===== config.mk =====
export PLATFORM = sky130hd
export DESIGN_NAME = ps2_key_event_queue
export DESIGN_NICKNAME = d
export VERILOG_FILES = /design/src/rtl/ps2_pkg.sv /design/src/rtl/sync_fifo.sv /design/src/rtl/ps2_key_event_queue.sv
export SDC_FILE = /design/constraint.sdc
export NUM_CORES = 1
export LEC_CHECK = 0
export ABC_AREA = 1
export CORE_UTILIZATION = 50
export DETAILED_ROUTE_END_ITERATION = 10
export GPL_TIMING_DRIVEN = 1
export PLACE_DENSITY = 0.72
export SLEW_MARGIN = 20
export SYNTH_ARGS = -nofsm -noshare
export SYNTH_HDL_FRONTEND = slang
export SYNTH_SLANG_ARGS = --single-unit

===== constraint.sdc =====
create_clock -name clock -period 3.04 [get_ports clock]
set_input_delay 0.608 -clock clock [delete_from_list [all_inputs] [get_ports clock]]
set_output_delay 0.608 -clock clock [all_outputs]
set_load 0.005 [all_outputs]

===== src/rtl/ps2_pkg.sv =====
// Shared definitions for the PS/2 set-2 keyboard front end:
// scan-code constants, key-event field layout and parser state encoding.
package ps2_pkg;

    localparam logic [7:0] SC_EXT    = 8'hE0;
    localparam logic [7:0] SC_BRK    = 8'hF0;
    localparam logic [7:0] SC_PAUSE  = 8'hE1;
    localparam logic [7:0] SC_BAT_OK = 8'hAA;
    localparam logic [7:0] SC_ACK    = 8'hFA;
    localparam logic [7:0] SC_RESEND = 8'hFE;
    localparam logic [7:0] SC_ECHO   = 8'hEE;
    localparam logic [7:0] SC_ERROR  = 8'h00;
    localparam logic [7:0] SC_LSHIFT = 8'h12;
    localparam logic [7:0] SC_RSHIFT = 8'h59;
    localparam logic [7:0] SC_UP     = 8'h75;
    localparam logic [7:0] SC_DOWN   = 8'h72;
    localparam logic [7:0] SC_LEFT   = 8'h6B;
    localparam logic [7:0] SC_RIGHT  = 8'h74;

    localparam int EVT_W   = 10;
    localparam int BRK_BIT = 9;
    localparam int EXT_BIT = 8;

    typedef enum logic [1:0] {
        ST_IDLE,
        ST_EXT,
        ST_BRK,
        ST_EXT_BRK
    } parse_state_t;

    // Keyboard housekeeping replies that never represent a key.
    function automatic logic is_control_byte(input logic [7:0] b);
        return (b == SC_ERROR) || (b == SC_BAT_OK) || (b == SC_PAUSE) ||
               (b == SC_ECHO)  || (b == SC_ACK)    || (b == SC_RESEND);
    endfunction

    function automatic logic is_fake_shift(input logic [7:0] b);
        return (b == SC_LSHIFT) || (b == SC_RSHIFT);
    endfunction

endpackage


===== src/rtl/sync_fifo.sv =====
// Show-ahead synchronous FIFO with occupancy count and a drop strobe;
// push and pop in the same cycle both take effect even when full.
module sync_fifo #(
    parameter int WIDTH = 10,
    parameter int DEPTH = 8,
    parameter int CNT_W = $clog2(DEPTH + 1)
) (
    input  logic             clock,
    input  logic             reset,
    input  logic             push,
    input  logic [WIDTH-1:0] push_data,
    input  logic             pop,
    output logic [WIDTH-1:0] head_data,
    output logic             head_valid,
    output logic [CNT_W-1:0] count,
    output logic             drop
);

    localparam int PTR_W = $clog2(DEPTH);

    logic [WIDTH-1:0] mem [DEPTH];
    logic [PTR_W-1:0] wr_ptr;
    logic [PTR_W-1:0] rd_ptr;
    logic             empty;
    logic             full;
    logic             do_push;
    logic             do_pop;

    assign empty   = (count == '0);
    assign full    = (count == CNT_W'(DEPTH));
    assign do_pop  = pop && !empty;
    // When full, a simultaneous pop frees the slot the write lands in.
    assign do_push = push && (!full || do_pop);
    assign drop    = push && full && !do_pop;

    assign head_valid = !empty;
    assign head_data  = empty ? '0 : mem[rd_ptr];

    always_ff @(posedge clock) begin
        if (reset) begin
            wr_ptr <= '0;
            rd_ptr <= '0;
            count  <= '0;
        end else begin
            if (do_push) wr_ptr <= wr_ptr + PTR_W'(1);
            if (do_pop)  rd_ptr <= rd_ptr + PTR_W'(1);
            case ({do_push, do_pop})
                2'b10:   count <= count + CNT_W'(1);
                2'b01:   count <= count - CNT_W'(1);
                default: count <= count;
            endcase
        end
    end

    always_ff @(posedge clock) begin
        if (do_push) mem[wr_ptr] <= push_data;
    end

endmodule


===== src/rtl/ps2_key_event_queue.sv =====
// PS/2 set-2 scan parser feeding a key-event FIFO, plus live arrow-key held state.
// Optional macro PS2_TYPEMATIC_FILTER_EN suppresses auto-repeat makes from the FIFO.
module ps2_key_event_queue
    import ps2_pkg::*;
#(
    parameter int FIFO_DEPTH  = 8,
    parameter int TIMEOUT_CYC = 2500000,
    parameter int CNT_W       = $clog2(FIFO_DEPTH + 1)
) (
    input  logic             clock,
    input  logic             reset,
    input  logic             ps2_key_pressed,
    input  logic [7:0]       ps2_key_data,
    output logic [9:0]       evt_data,
    output logic             evt_valid,
    input  logic             evt_ready,
    output logic [CNT_W-1:0] fifo_count,
    output logic             overflow,
    input  logic             ovf_clear,
    output logic             timeout_err,
    output logic [3:0]       arrow_held
);

    localparam int TMO_W = (TIMEOUT_CYC > 1) ? $clog2(TIMEOUT_CYC) : 1;
    localparam logic [TMO_W-1:0] TMO_LAST = TMO_W'(TIMEOUT_CYC - 1);

    parse_state_t     state;
    parse_state_t     next_state;
    logic [TMO_W-1:0] tmo_cnt;
    logic             tmo_hit;
    logic             emit;
    logic [EVT_W-1:0] emit_evt;
    logic             is_repeat;
    logic             push_q;
    logic [EVT_W-1:0] push_evt_q;
    logic             fifo_drop;

    always_ff @(posedge clock) begin
        if (reset) state <= ST_IDLE;
        else       state <= next_state;
    end

    always_comb begin
        next_state = state;
        emit       = 1'b0;
        emit_evt   = '0;
        tmo_hit    = 1'b0;
        if (ps2_key_pressed) begin
            unique case (state)
                ST_IDLE: begin
                    if (ps2_key_data == SC_EXT) begin
                        next_state = ST_EXT;
                    end else if (ps2_key_data == SC_BRK) begin
                        next_state = ST_BRK;
                    end else if (!is_control_byte(ps2_key_data)) begin
                        emit     = 1'b1;
                        emit_evt = {2'b00, ps2_key_data};
                    end
                end
                ST_EXT: begin
                    if (ps2_key_data == SC_BRK) begin
                        next_state = ST_EXT_BRK;
                    end else if (ps2_key_data != SC_EXT) begin
                        next_state = ST_IDLE;
                        emit       = !is_fake_shift(ps2_key_data);
                        emit_evt   = {2'b01, ps2_key_data};
                    end
                end
                ST_BRK: begin
                    if (ps2_key_data != SC_BRK) begin
                        next_state = ST_IDLE;
                        emit       = 1'b1;
                        emit_evt   = {2'b10, ps2_key_data};
                    end
                end
                ST_EXT_BRK: begin
                    next_state = ST_IDLE;
                    emit       = !is_fake_shift(ps2_key_data);
                    emit_evt   = {2'b11, ps2_key_data};
                end
            endcase
        end else if (state != ST_IDLE && tmo_cnt == TMO_LAST) begin
            next_state = ST_IDLE;
            tmo_hit    = 1'b1;
        end
    end

    // Prefix watchdog: counts idle cycles since the last byte of an unfinished sequence.
    always_ff @(posedge clock) begin
        if (reset || ps2_key_pressed || state == ST_IDLE || tmo_hit)
            tmo_cnt <= '0;
        else
            tmo_cnt <= tmo_cnt + TMO_W'(1);
    end

`ifdef PS2_TYPEMATIC_FILTER_EN
    logic [8:0] last_make;
    logic       last_make_valid;

    assign is_repeat = !emit_evt[BRK_BIT] && last_make_valid && (last_make == emit_evt[8:0]);

    always_ff @(posedge clock) begin
        if (reset) begin
            last_make       <= '0;
            last_make_valid <= 1'b0;
        end else if (emit) begin
            if (emit_evt[BRK_BIT]) begin
                if (last_make == emit_evt[8:0]) last_make_valid <= 1'b0;
            end else if (!is_repeat) begin
                last_make       <= emit_evt[8:0];
                last_make_valid <= 1'b1;
            end
        end
    end
`else
    assign is_repeat = 1'b0;
`endif

    always_ff @(posedge clock) begin
        if (reset) begin
            push_q      <= 1'b0;
            push_evt_q  <= '0;
            timeout_err <= 1'b0;
        end else begin
            push_q      <= emit && !is_repeat;
            push_evt_q  <= emit_evt;
            timeout_err <= tmo_hit;
        end
    end

    // Arrow state follows every parsed event, whether or not the FIFO keeps it.
    always_ff @(posedge clock) begin
        if (reset) begin
            arrow_held <= '0;
        end else if (emit && emit_evt[EXT_BIT]) begin
            case (emit_evt[7:0])
                SC_UP:    arrow_held[0] <= !emit_evt[BRK_BIT];
                SC_DOWN:  arrow_held[1] <= !emit_evt[BRK_BIT];
                SC_LEFT:  arrow_held[2] <= !emit_evt[BRK_BIT];
                SC_RIGHT: arrow_held[3] <= !emit_evt[BRK_BIT];
                default:  arrow_held <= arrow_held;
            endcase
        end
    end

    always_ff @(posedge clock) begin
        if (reset)          overflow <= 1'b0;
        else if (fifo_drop) overflow <= 1'b1;
        else if (ovf_clear) overflow <= 1'b0;
    end

    sync_fifo #(
        .WIDTH (EVT_W),
        .DEPTH (FIFO_DEPTH),
        .CNT_W (CNT_W)
    ) u_fifo (
        .clock      (clock),
        .reset      (reset),
        .push       (push_q),
        .push_data  (push_evt_q),
        .pop        (evt_ready),
        .head_data  (evt_data),
        .head_valid (evt_valid),
        .count      (fifo_count),
        .drop       (fifo_drop)
    );

endmodule


==> impl_results.md, run 1 <==
- P_int: 3650 uW
- Final nets: 716
- Synth-to-Final Area Change: 17.9%
- Synthesized area: ~6000 um^2
- Sw Ratio: 28.6%
- Clock power share: 35.6%
- FF/Latch Area: 3480 um^2
- Critical path endpoint category: primary output
- Fillers: 950
- Synth top cells by count: nor2_1 (128), edfxtp_1 (80), nand2_1 (77)
- CP max stage delay: between 0.5 and 0.6 ns
- Layout Cells excl Fill: approximately 850
- Gate power share: 24.4%
- Power, Total: about 5000 uW
- Yosys cell types: 39
- Total GRT Usage: a little over a fifth
- #FFs+latches synth: around 130
- Crit path arrival time: 2.23 ns
- I/O pin count: 34
- Skew-Pair Late Insertion Delay: around 0.41 ns
- Count leader, synth: nor2_1
- Final critical-path share of the clock period: 93.4%
- Core area: 11,600 um^2
- Final setup viols: 0
- Measured slew at the worst slew-check pin: around 1.0 ns
- Multi-input gate area: about 2200 um^2
- Number of antenna-violating nets in the routed design: 0
- Synth top area share: 39.9%
- Die W: 112 um
- Clock root buffer: clkbuf_16
- Sequential share of power: about 40%
- DP HPWL: between 8 and 9 mm
- Net Sw Power: 1460 uW
- Share of flip-flops with an asynchronous set or reset: 0%
- Via count: around 4,500
- Crit path kind: reg2out
- CTS Buffer Depth: 2
- Post-synth top flop: edfxtp_1
- Slew Viols, Final: 0
- Row count: 39
- Initial antenna violation count: 0
- Worst vdd ir: about 440 uV
- Final cell utilization of the core: 61.4%
- Seq/Total Area, Yosys: between 50 and 60%
- RSZ-0062 raised after global routing: no
- Vias in the first global route: around 4,400
- Top cell type by total area after synthesis: edfxtp_1
- Outcome: finished, violations left
- Pwr dens: 719 nW/um^2
- CTS Sinks: 134
- Synthesized instance count: between 600 and 700
- Final clock skew: approximately 0.007 ns
- Reg clk slew, reported paths: approximately 0.05 ns
- RePlAce Congestion: between 0.8 and 0.9
- WP buf/inv: 2
- Failing checks: design-rule violations
- First-pass GRT wire length: 20.5 mm
- Min cycle time layout: 2.84 ns
- Worst Path Max Fanout: 20
- CP top delay family: buffers and inverters
- Crit path cell chain: buf_4 -> o21ai_0 -> o22ai_2 -> o21ai_0 -> a31oi_1 -> clkdlybuf4s50_1
- Cells after DPL: 820
- WP data required: 2.43 ns
- Die ar.: 12,500 um^2
- Hold Fails Final Rpt: 0
- LEAKAGE: 0.00259 uW
- Port Buf Inserts: 33
- GRT overflow: 0
- Fmax: 352 MHz
- MaxCap Viol Count: 0
- H-tree lvl count: 4
- Post-synth EDFFs: 80
- Starting Density: 52.0%
- Crit-path slowest cell: clkdlybuf4s50_1
- Synth Net Count: 668
- Synth area leaders: edfxtp_1 (40%), dfxtp_1 (18%), nor2_1 (8.0%)
- Hold crit path type: reg2reg
- Die Y: 112 um
- Detailed Route WL: 12.3 mm
- Routed length per instance: ~14 um
- Worst slew margin: 30.0%
- Largest net degree at the start of global routing: 26
- Most frequent cell on the critical path: o21ai_0
- DRT iter0 DRCs: 296
- # DRC: 1
- Synthesized area per cell: 9.29 um^2
- Cts bufs inserted: 17
- CTS tree: built
- DR pass1 iterations: 8
- Share of layout cells above drive strength 1: 12.3%
- Yosys warning count: 0
- Vias/cell: 5.32
- CP startpoint kind: flip-flop
- Setup Buffers After CTS: 0
- ANT cells: 0
[final timing paths]
check / depth (start not counted) / slack, ns / endpoint / from
min: 1 / 0.45 / tmo_cnt[0] / tmo_cnt[0]
max: 6 / 0.20 / evt_data[1] / flip-flop
max reg2reg: 15 / 0.57 / u_fifo.count[3] / u_fifo.count[1]
min reg2reg: 1 / 0.45 / tmo_cnt[0] / tmo_cnt[0]
[per-layer routing]
metal / track usage (%) / wire length, um / up-vias / part of all wire [%]
met3: 5.01 / 566 / 22 / 4.6
met2: 36.8 / 6080 / 113 / 50
met1: 25.4 / 5400 / 2110 / 44
li1: - / - / 2287 / -
met5: 0 / 0 / - / 0
met4: 9.46 / 223 / 0 / 1.8
[power groups by stage]
stage	registers (uW)	logic, uW	clock network, uW
after floorplan	2070	705	0
after global placement	2070	1200	0
after detailed placement	2080	1230	0
after CTS	2040	1240	1850
after global routing	2050	1390	1930
final	2040	1240	1820
[sequential cells by signal, indices dropped and copies added, names as in the netlist, named ones only]
name           flops
arrow_held         4
u_fifo.count       4
push_evt_q        10
u_fifo.rd_ptr      3
u_fifo.mem        80
tmo_cnt           22
push_q             1
timeout_err        1
u_fifo.wr_ptr      3
overflow           1
state              2
[layout by cell type (no fill, tap or decap), types with 5 or more instances in the layout]
cell type / netlist / final
nor3b_1: 6 / 6
nor4_1: 6 / 6
nand2_1: 77 / 77
nand3_1: 23 / 23
nand4_1: 10 / 10
ha_1: 6 / 6
a21oi_1: 25 / 25
nor2_2: 5 / 5
clkdlybuf4s50_1: 0 / 33
nand2_2: 8 / 8
nor2_4: 7 / 7
clkbuf_16: 0 / 17
buf_4: 0 / 18
o22ai_1: 10 / 9
nor3_1: 11 / 11
clkinv_2: 0 / 6
a31oi_1: 11 / 11
edfxtp_1: 80 / 80
dfxtp_1: 54 / 54
o21ai_0: 62 / 62
nor2_1: 128 / 128
inv_1: 63 / 61
[area by class of cell]
cell class | instances | share of cell area (%)
clock buffers | 21 | 6.20
clock inverters | 11 | 1.25
inverters | 67 | 3.60
multi-input cells | 425 | 30.8
flip-flops and latches | 134 | 49.1
well taps | 143 | 2.52
repair buffers | 51 | 6.56
[logic make-up after synthesis]
family                   share of synthesized area (%)
adder cells (fa/ha/maj)                           1.58
AND/OR/NAND/NOR                                   23.7
flip-flops                                        57.9
XOR/XNOR                                         0.728
AO/OA/AOI/OAI                                     10.2
buffers and inverters                             5.90
[through the flow]
stage	instance area, um^2	worst slack (ns)	hold WS (ns)	setup TNS [ns]
global route	7100	0.0214	0.483	0
floorplan	6020	0.641	0.418	0
global placement	6560	0.124	0.431	0
finish	7100	0.201	0.449	0
detailed placement	6560	-0.0408	0.440	-0.0408
CTS	7090	0.109	0.453	0
[timing repair]
action / in CTS / in global routing
gates cloned: 0 / 0
hold buffers: 0 / 0
pin swaps: 0 / 0
resized for setup: 1 / 2
setup endpoints to repair: 3 / 7
Note: power is estimated with default switching activity, not from simulation.
==> run 2, diff against run 1 <==
Settings changed: GPL_TIMING_DRIVEN 1 to 0.
==> impl_results.md, run 2 (synthesis results as in run 1) <==
- Port Buf Inserts: 32 (-3.0%)
- First-pass GRT wire length: 20.6 mm (+0.27%)
- Hold crit path type: reg2reg
- Core area: 11,600 um^2 (unchanged)
- Measured slew at the worst slew-check pin: 1.04 ns (-0.00744 ns)
- Clock root buffer: clkbuf_16
- Top Registers: u_fifo.mem x80, tmo_cnt x22, push_evt_q x10
- Routed length per instance: 15.0 um (+3.9%)
- Vias/cell: 5.34 (+0.32%)
- CTS Buffer Depth: 2 (unchanged)
- DR pass1 iterations: 7 (-1)
- MaxCap Viol Count: 0 (unchanged)
- Setup Buffers After CTS: 0 (unchanged)
- Hold-fix buffers, CTS: 0 (unchanged)
- Crit path kind: reg2out
- Row count: 39 (unchanged)
- WHS: 0.450 ns (+0.00154 ns)
- Worst hold stages: 1 (unchanged)
- RSZ-0062 raised after global routing: no
- Power, Total: 5270 uW (+3.2%)
- Die ar.: 12,500 um^2 (unchanged)
- Initial antenna violation count: 0 (unchanged)
- Total GRT Usage: 21.7% (+0.39 points)
- Share of layout cells above drive strength 1: 11.5% (-0.74 points)
- Number of flip-flops under the largest register name: 80 (unchanged)
- Final clock skew: 0.00660 ns (-0.000498 ns)
- Failing checks: design-rule violations
- DP HPWL: 9.03 mm (+7.5%)
- Fmax: 338 MHz (-4.1%)
- Layout Cells excl Fill: 854 (+0.23%)
- Worst Path Max Fanout: 10 (-50%)
- Most frequent cells in the layout: nor2_1 (128), edfxtp_1 (80), nand2_1 (77)
- Fillers: 951 (+0.11%)
- H-tree lvl count: 4 (unchanged)
- Most common cell after layout, fill and taps aside: nor2_1
- CTS Sinks: 134 (unchanged)
- Final setup viols: 0 (unchanged)
- Final nets: 718 (+0.28%)
- Final critical-path share of the clock period: 97.3% (+4.0 points)
- Detailed Route WL: 12.8 mm (+4.2%)
- Number of antenna-violating nets in the routed design: 0 (unchanged)
- Crit path arrival time: 2.35 ns (+0.12 ns)
- Largest net degree at the start of global routing: 17 (-35%)
- # DRC: 1 (unchanged)
- CP startpoint kind: flip-flop
- Outcome: finished, violations left
- Vias in the first global route: 4,468 (+1.5%)
- I/O pin count: 34 (unchanged)
- Reg clk slew, reported paths: 0.06 ns (about the same)
- RePlAce Congestion: 0.849 (-1.5%)
- Worst slew margin: 30.5% (+0.50 points)
- DRT iter0 DRCs: 228 (-23%)
- Via count: 4,557 (+0.55%)
- Cells after DPL: 823 (+0.37%)
- WP data required: 2.43 ns (about the same)
- LEAKAGE: 0.00259 uW (-0.14%)
- Min cycle time layout: 2.96 ns (+0.121 ns)
- Worst vdd ir: 421 uV (-3.5%)
- Critical path endpoint category: primary output
- Slew Viols, Final: 0 (unchanged)
- R2R depth: 15 (unchanged)
- GRT overflow: 0 (unchanged)
- Die W: 112 um (unchanged)
- Synth-to-Final Area Change: 18.1%
- ANT cells: 0 (unchanged)
- Most flops, register: u_fifo.mem
- Skew-Pair Late Insertion Delay: 0.43 ns (+0.02 ns)
- CTS tree: built
- Starting Density: 52.0% (unchanged)
- Cts bufs inserted: 17 (unchanged)
- Die Y: 112 um (unchanged)
- Hold Fails Final Rpt: 0 (unchanged)
- Pwr dens: 741 nW/um^2 (+3.0%)
[run 2: cell types whose count changed in the layout (fill, tap and decap cells not counted), moves of 3 or more]
cell	previous run	this run
buf_4	18	0
clkbuf_1	4	11
clkbuf_2	0	6
buf_2	0	5
clkinv_4	2	6
clkinv_2	6	3
[run 2: routing by layer]
layer / share of wire, % / vias up / track usage [%] / wire length (um)
met1: 42 / 2133 / 24.6 / 5390
li1: - / 2294 / - / -
met2: 52 / 113 / 38.8 / 6610
met4: 1.6 / 0 / 9.19 / 205
met3: 4.5 / 17 / 5.61 / 577
met5: 0 / - / 0 / 0
[run 2: worst max-delay path: stages (launching register included)]
cell and delay (ns):
dfxtp_1 0.43, clkbuf_2 0.26, o21ai_0 0.12, o22ai_1 0.23, o21ai_0 0.14, a31oi_1 0.21
clkdlybuf4s50_1 0.53
[run 2: timing repair]
item | in CTS | in global routing
gates resized for setup | 5 | 10
endpoints found under the hold margin | 0 | 0
setup endpoints to repair | 9 | 11
[run 2: cell type report]
| class | count | area (um^2) | share of cell area, % |
|---|---|---|---|
| inverters | 67 | 251 | 3.54 |
| clock buffers | 21 | 450 | 6.33 |
| repair buffers | 32 | 320 | 4.50 |
| multi-input cells | 425 | 2190 | 30.7 |
| clock inverters | 11 | 128 | 1.79 |
| plain buffers | 21 | 113 | 1.58 |
| flip-flops and latches | 134 | 3480 | 49.0 |
| well taps | 143 | 179 | 2.52 |
[run 2: final timing paths]
path              startpoint              end  slack [ns]
max                flip-flop      evt_data[9]        0.08
min               tmo_cnt[0]       tmo_cnt[0]        0.45
max reg2reg  u_fifo.count[1]  u_fifo.count[3]        0.53
min reg2reg       tmo_cnt[0]       tmo_cnt[0]        0.45
[run 2: stage by stage]
stage               worst slack [ns]  util [%]  TNS, ns  cell area (um^2)
floorplan                      0.641         -        0              6020
finish                        0.0807      61.5        0              7110
global placement              -0.182      56.4   -0.182              6520
CTS                           0.0547      61.4        0              7100
global route                 0.00270      61.5        0              7110
detailed placement            -0.293      56.4   -0.334              6520
[run 2: power by group]
| part | internal (uW) | switching [uW] |
|---|---|---|
| clock | 1230 | 749 |
| combinational | 532 | 705 |
| sequential | 1990 | 64.9 |
